==> src/rtl/oam_dma_pkg.sv <==
// Shared definitions for the sprite-DMA block: fixed register addresses,
// controller states and the trigger decode.
package oam_dma_pkg;

  localparam logic [15:0] ADDR_OAMDMA  = 16'h4014;
  localparam logic [15:0] ADDR_OAMDATA = 16'h2004;

  typedef enum logic [2:0] {
    ST_IDLE,
    ST_HALT,
    ST_ALIGN,
    ST_READ,
    ST_WRITE
  } dma_state_e;

  function automatic logic is_dma_trigger(input logic we, input logic [15:0] addr);
    return we && (addr == ADDR_OAMDMA);
  endfunction

endpackage

==> src/rtl/oam_dma.sv <==
// Sprite-DMA bus arbiter: stalls the CPU after a $4014 write and copies one
// 256-byte page to OAMDATA, otherwise passes the CPU bus straight through.
module oam_dma
  import oam_dma_pkg::*;
(
  input  logic        clk,
  input  logic        reset,
  input  logic [15:0] cpu_addr,
  input  logic [7:0]  cpu_dout,
  input  logic        cpu_we,
  output logic        cpu_rdy,
  output logic [15:0] bus_addr,
  output logic [7:0]  bus_dout,
  output logic        bus_we,
  input  logic [7:0]  bus_din,
  output logic        dma_active
);

  dma_state_e state_reg, state_next;
  logic [7:0] page_reg, page_next;
  logic [7:0] idx_reg, idx_next;
  logic [7:0] data_reg, data_next;
  logic       phase_reg;

  always_ff @(posedge clk or posedge reset) begin
    if (reset) begin
      state_reg <= ST_IDLE;
      page_reg  <= 8'h00;
      idx_reg   <= 8'h00;
      data_reg  <= 8'h00;
      phase_reg <= 1'b0;
    end else begin
      state_reg <= state_next;
      page_reg  <= page_next;
      idx_reg   <= idx_next;
      data_reg  <= data_next;
      phase_reg <= ~phase_reg;
    end
  end

  always_comb begin
    state_next = state_reg;
    page_next  = page_reg;
    idx_next   = idx_reg;
    data_next  = data_reg;
    cpu_rdy    = 1'b1;
    dma_active = 1'b0;
    bus_addr   = cpu_addr;
    bus_dout   = cpu_dout;
    bus_we     = cpu_we;

    case (state_reg)
      ST_IDLE: begin
        if (is_dma_trigger(cpu_we, cpu_addr)) begin
          page_next  = cpu_dout;
          idx_next   = 8'h00;
          state_next = ST_HALT;
        end
      end

      // CPU still owns the bus; writes are never halted, so wait for a read
      ST_HALT: begin
        cpu_rdy    = 1'b0;
        dma_active = 1'b1;
        if (cpu_we) begin
          if (is_dma_trigger(cpu_we, cpu_addr)) begin
            page_next = cpu_dout;
          end
        end else begin
          state_next = phase_reg ? ST_READ : ST_ALIGN;
        end
      end

      ST_ALIGN: begin
        cpu_rdy    = 1'b0;
        dma_active = 1'b1;
        bus_addr   = 16'h0000;
        bus_dout   = data_reg;
        bus_we     = 1'b0;
        state_next = ST_READ;
      end

      ST_READ: begin
        cpu_rdy    = 1'b0;
        dma_active = 1'b1;
        bus_addr   = {page_reg, idx_reg};
        bus_dout   = data_reg;
        bus_we     = 1'b0;
        data_next  = bus_din;
        state_next = ST_WRITE;
      end

      ST_WRITE: begin
        cpu_rdy    = 1'b0;
        dma_active = 1'b1;
        bus_addr   = ADDR_OAMDATA;
        bus_dout   = data_reg;
        bus_we     = 1'b1;
        idx_next   = idx_reg + 8'h01;
        state_next = (idx_reg == 8'hFF) ? ST_IDLE : ST_READ;
      end

      default: begin
        state_next = ST_IDLE;
      end
    endcase
  end

endmodule

==> config.mk <==
export PLATFORM = sky130hd
export DESIGN_NAME = oam_dma
export DESIGN_NICKNAME = d
export VERILOG_FILES = /design/src/rtl/oam_dma_pkg.sv /design/src/rtl/oam_dma.sv
export SDC_FILE = /design/constraint.sdc
export NUM_CORES = 1
export LEC_CHECK = 0
export ABC_AREA = 1
export CAP_MARGIN = 25
export CORE_ASPECT_RATIO = 0.75
export CORE_MARGIN = 2
export CORE_UTILIZATION = 40
export DETAILED_ROUTE_END_ITERATION = 7
export GPL_ROUTABILITY_DRIVEN = 0
export PLACE_DENSITY_LB_ADDON = 0.1
export REMOVE_ABC_BUFFERS = 1
export SLEW_MARGIN = 20
export SYNTH_ARGS = -nofsm -noshare
export SYNTH_HDL_FRONTEND = slang
export SYNTH_SLANG_ARGS = --single-unit
==> constraint.sdc <==
create_clock -name clk -period 1.7 [get_ports clk]
set_clock_uncertainty 0.05 [all_clocks]
set_input_delay 0.34 -clock clk [delete_from_list [all_inputs] [get_ports clk]]
set_output_delay 0.34 -clock clk [all_outputs]
set_load 0.02 [all_outputs]
Word-level counts from Yosys, hierarchy flattened
Index checks and enable logic that the tools add are counted.
{"block": "op_classes", "addsub": 1, "n_reduce_logical": 10, "muxes": 15, "n_eq_ne": 9, "bitwise_logic": 1}
{"operator": "one-hot mux 16 bit (3 select lines)", "count": 1}
{"operator": "2-to-1 mux 8 bit", "count": 4}
{"operator": "one-hot mux 8 bit (2 select lines)", "count": 2}
{"operator": "== test 16 x 15 -> 1 bit, second input constant", "count": 1}
{"operator": "one-hot mux 3 bit (5 select lines)", "count": 1}
{"operator": "adder 8 x 1 -> 8 bit, second input constant", "count": 1}
{"operator": "== test 8 bit, second input constant", "count": 1}
{"operator": "== test 3 x 2 -> 1 bit, second input constant", "count": 2}
{"operator": "2-to-1 mux 3 bit", "count": 2}
{"operator": "inequality test 2 bit, second input constant", "count": 3}
{"operator": "AND reduction 2 bit", "count": 3}
{"operator": "nonzero test 2 bit", "count": 2}
{"operator": "OR reduction 4 bit", "count": 1}
{"operator": "== test 3 x 1 -> 1 bit, second input constant", "count": 1}
{"operator": "== test 3 bit, second input constant", "count": 1}
{"operator": "logical NOT 3 bit", "count": 1}
{"operator": "2-to-1 mux 1 bit", "count": 3}
{"operator": "OR reduction 3 bit", "count": 1}
{"operator": "2-to-1 mux 2 bit", "count": 1}
{"operator": "one-hot mux 1 bit (2 select lines)", "count": 1}
{"operator": "OR reduction 2 bit", "count": 1}
{"operator": "logical AND 1 bit", "count": 1}
{"operator": "NOT 1 bit", "count": 1}
{"block": "word_totals", "ff_bits": 28, "out_inout_bits": 27, "word_cells": 41}

Depth between registers and ports, before layout
Gate-level depths: netlist (run 1).
{"block": "depth", "ltp_word": 5, "mapped_depth": 8, "mapped_depth_nobuf": 8}

Least setup slack after synthesis (run 1)
Ideal clock, no wire load.
{"block": "synth_timing", "path_type": "register to output", "start": "reg state_reg[0]", "end": "out bus_addr[2]", "arrival_time_ns": 1.297, "required_time_ns": 1.310, "n_path_buf": 0, "stages_incl_launch_ff": 6, "path_slack_ns": 0.013, "cell_sequence": "dfrtp_1 nor2_1 nand2_2 inv_1 nor2_1 o21ai_0"}
{"block": "synth_via", "elab_chain_cells": 2}
{"element": "start, declared", "line": "oam_dma.sv:19", "source": "dma_state_e state_reg, state_next;"}
{"element": "start signal, assigned", "line": "oam_dma.sv:33", "source": "state_reg <= state_next;"}
{"element": "== test 3 bit or == test 3 x 2 -> 1 bit (tied branches)", "line": "oam_dma.sv:52", "source": "case (state_reg)"}
{"element": "one-hot mux 16 bit (3 select lines) *", "line": "oam_dma.sv:52"}
{"element": "end, declared", "line": "oam_dma.sv:12", "source": "output logic [15:0] bus_addr,"}
Mark *: on every way between the ends. The rest lies on a longest branch, timed or not.

Worst setup path after layout (run 1)
{"block": "layout_timing", "start": "reg state_reg[2]", "end": "out bus_addr[4]"}
The elaborated chain is that of the path after synthesis.

==> metrics.md, run 1 <==
| Metric | Value |
|---|---|
| Status | `complete, but fails checks` |
| Failing checks | `negative setup slack` |
| Total CTS buffers | `3` |
| Core Region | `4080 sq um` |
| Synth warnings | `0` |
| GRT Residual Overflow | `0` |
| PnR worst setup slack | `-0.321 ns` |
| Vias in the first global route | `1760` |
| Layout cells sized above 1 | `28.1%` |
| Register bit total from synthesis | `28` |
| Die Wd | `79.4 um` |
| Fin area | `2870 sq um` |
| Cells after Synth | `252` |
| Ys flop type | `dfrtp_1` |
| Top cell type's share of synthesized area | `41.1%` |
| Clk pwr share | `13.2%` |
| DP HPWL | `3880 um` |
| Total wire length | `5370 um` |
| Clk Tree Root Cell | `clkbuf_8` |
| Fin. max-slew vios | `0` |
| Most frequent cells after synthesis | `110 x nand2_1, 28 x dfrtp_1, 24 x inv_1` |
| Routed Antenna Nets | `0` |
| Die height | `60.5 um` |
| Nets | `400` |
| Synth Area per Inst | `6.76 sq um` |
| DRT iter0 DRCs | `129` |
| Setup violators final | `27` |
| First-pass DRT Iterations | `4` |
| Total GRT Usage | `23.3%` |
| Vias post-DR | `2017` |
| CP Capture Type | `output port` |
| I/O pins | `62` |
| Startpoint types | `flip-flop` |
| Starting Density | `41.8%` |
| Ranking of synthesized cells by area | `dfrtp_1 41%, nand2_1 24%, nand3_1 5.6%` |
| Global-route wire length before repair | `8490 um` |
| Max_cap viols | `0` |
| Number of diodes | `0` |
| Setup TNS | `-6.19 ns` |
| Initial antenna violation count | `0` |
| Cell variety after synth | `26` |
| TritonCTS clock tree | `built` |
| CTS Buffer Depth | `2` |
| Final hold vios | `0` |
| Net Sw Frac | `43.8%` |
| Net switching power | `0.00177 W` |
| Htree depth | `1` |
| Reg2Reg Setup Slack | `0.07 ns` |
| Worst-case reg-to-reg path depth | `8` |
| Asr flop ratio synth | `100%` |
| Synth-to-Final Area Change | `68.3%` |
| Synth Cell Area | `1700 sq um` |
| Sequential share of power | `22.7%` |
| Pwr dens | `1410 nW/um^2` |
| # DRC | `0` |
| Finished Layout Cells | `418` |
| Unrepaired setup endpoints after global routing | `true` |
| Post-route core utilization | `70.3%` |
| Worst r2r dst | `idx_reg[1]$_DFFE_PP0P_` |
| Cell area after placement | `2690 sq um` |
| I/O Buffers | `61` |
| Sequential area share after synthesis | `41.1%` |
| CP max FO | `7` |
| Placed cells | `409` |
| Leakage | `1.53 nW` |
| Post-synth EDFFs | `0` |
| Largest net degree at the start of global routing | `29` |
| Routed WL per cell | `12.8 um` |
| Max VDD drop | `1.05 mV` |
| CP required | `1.31 ns` |
| Die area | `4800 sq um` |
| Worst hold path type | `primary input to async pin` |
| Pre-CTS WS | `-0.409 ns` |
| Slew @ Worst Pin | `0.362 ns` |
| Insertion delay to the later sink of the worst-skew pair | `0.28 ns` |
| Fmax | `495 MHz` |
| WP data arrival | `1.63 ns` |
| Vias/cell | `4.83` |
| Reg2reg start | `state_reg[2]$_DFFE_PP0P_` |
| CP Class | `flip-flop to output port` |
| Comb pwr share | `64.1%` |
| Pint | `0.00228 W` |
| CTS sink cnt | `28` |
| Max-slew headroom | `75.9%` |
| Rows | `20` |
| Cell taking the most area after synthesis | `dfrtp_1` |
| Count leader, synth | `nand2_1` |
| Final min period | `2.02 ns` |
| Worst-path clk slew | `0.10 ns` |
| Period utilization | `119%` |
==> area by class of cell <==
class	count	area, sq um
fillers	349	1210
repair buffers	112	985
multi-input cells	191	927
flip-flops and latches	28	702
inverters	27	106
well taps	55	68.8
clock buffers	3	41.3
clock inverters	1	30.0
repair inverters	1	7.51
==> critical path, cell delays in order, from the launching register on <==
cell	delay (ns)
dfrtp_2	0.47
o21ai_4	0.26
clkinvlp_4	0.26
nand2_1	0.12
o21ai_1	0.07
buf_2	0.16
==> worst max path at each step <==
stage                     slack, ns           end  cells after the start                      from
final                         -0.32   bus_addr[4]                      5  state_reg[2]$_DFFE_PP0P_
after global routing          -0.39   bus_addr[4]                      7  state_reg[1]$_DFFE_PP0P_
after CTS                     -0.30   bus_addr[7]                      7  state_reg[1]$_DFFE_PP0P_
after detailed placement      -0.41  bus_addr[13]                      4              cpu_addr[13]
after global placement        -0.42  bus_addr[13]                      4              cpu_addr[13]
after floorplan               -0.10   bus_addr[0]                      6  state_reg[0]$_DFFE_PP0P_
==> routing by layer <==
metal	track usage [%]	routed length, um	part of all wire (%)	vias up
li1	-	-	-	1028
met1	34.6	2480	46	910
met2	36.2	2420	45	77
met3	4.91	441	8.2	2
met4	3.69	25	0.47	0
met5	0	0	0	-
==> cells in the final DEF, fill, tap and decap left out <==
master	instances
or2_2	1
clkbuf_8	3
o22ai_2	1
inv_1	23
dfrtp_2	1
nor3_1	1
o21ai_1	10
o21ai_4	1
dfrtp_1	27
o211ai_1	1
nand2_4	1
o22ai_4	1
nor2_4	3
nor2_1	17
clkinvlp_4	1
nor2b_1	1
inv_2	1
nor2_2	2
buf_2	5
buf_4	54
o21ai_0	1
clkdlybuf4s50_1	34
nand3_1	19
inv_4	2
buf_6	14
a21oi_2	1
clkinv_1	1
nand3_4	2
nand2_1	109
clkdlybuf4s15_2	5
a22o_1	3
a21oi_1	3
nand2_2	2
bufinv_16	1
nand4_1	10
ha_1	1
==> kinds of logic after synthesis <==
family | Yosys count | synth area share (%)
AND/OR/NAND/NOR | 168 | 42.0
buffers and inverters | 33 | 8.52
flip-flops | 28 | 41.1
AO/OA/AOI/OAI | 22 | 7.64
adder cells (fa/ha/maj) | 1 | 0.734
==> through the flow <==
stage / hold slack (ns) / power, W
after floorplan: 0.345 / 0.00206
after global placement: 0.372 / 0.00326
after detailed placement: 0.376 / 0.00328
after CTS: 0.387 / 0.00397
after global routing: 0.412 / 0.00429
final: 0.366 / 0.00405
==> what timing repair did <==
item	in CTS	in global routing
endpoints found under the setup margin	27	36
hold buffers	0	0
setup buffers	5	1
cloned	1	0
pin swaps	14	9
resized for setup	159	15
==> power groups by stage <==
stage                     Sequential, W  Combinational [W]  Clock (W)
after floorplan                0.000914            0.00114          0
after global placement         0.000914            0.00234          0
after detailed placement       0.000915            0.00236          0
after CTS                      0.000911            0.00252   0.000541
after global routing           0.000939            0.00278   0.000571
final                          0.000920            0.00260   0.000536
Note: power is estimated with default switching activity, not from simulation.
==> run 2, diff against run 1 <==
--- a/config.mk
+++ b/config.mk
@@ -14,7 +14,6 @@
 export GPL_ROUTABILITY_DRIVEN = 0
 export PLACE_DENSITY_LB_ADDON = 0.1
 export REMOVE_ABC_BUFFERS = 1
-export SLEW_MARGIN = 20
 export SYNTH_ARGS = -nofsm -noshare
 export SYNTH_HDL_FRONTEND = slang
 export SYNTH_SLANG_ARGS = --single-unit
==> results of run 2 <==
Same layout as run 1: the final DEF is identical, and so are final timing and power.
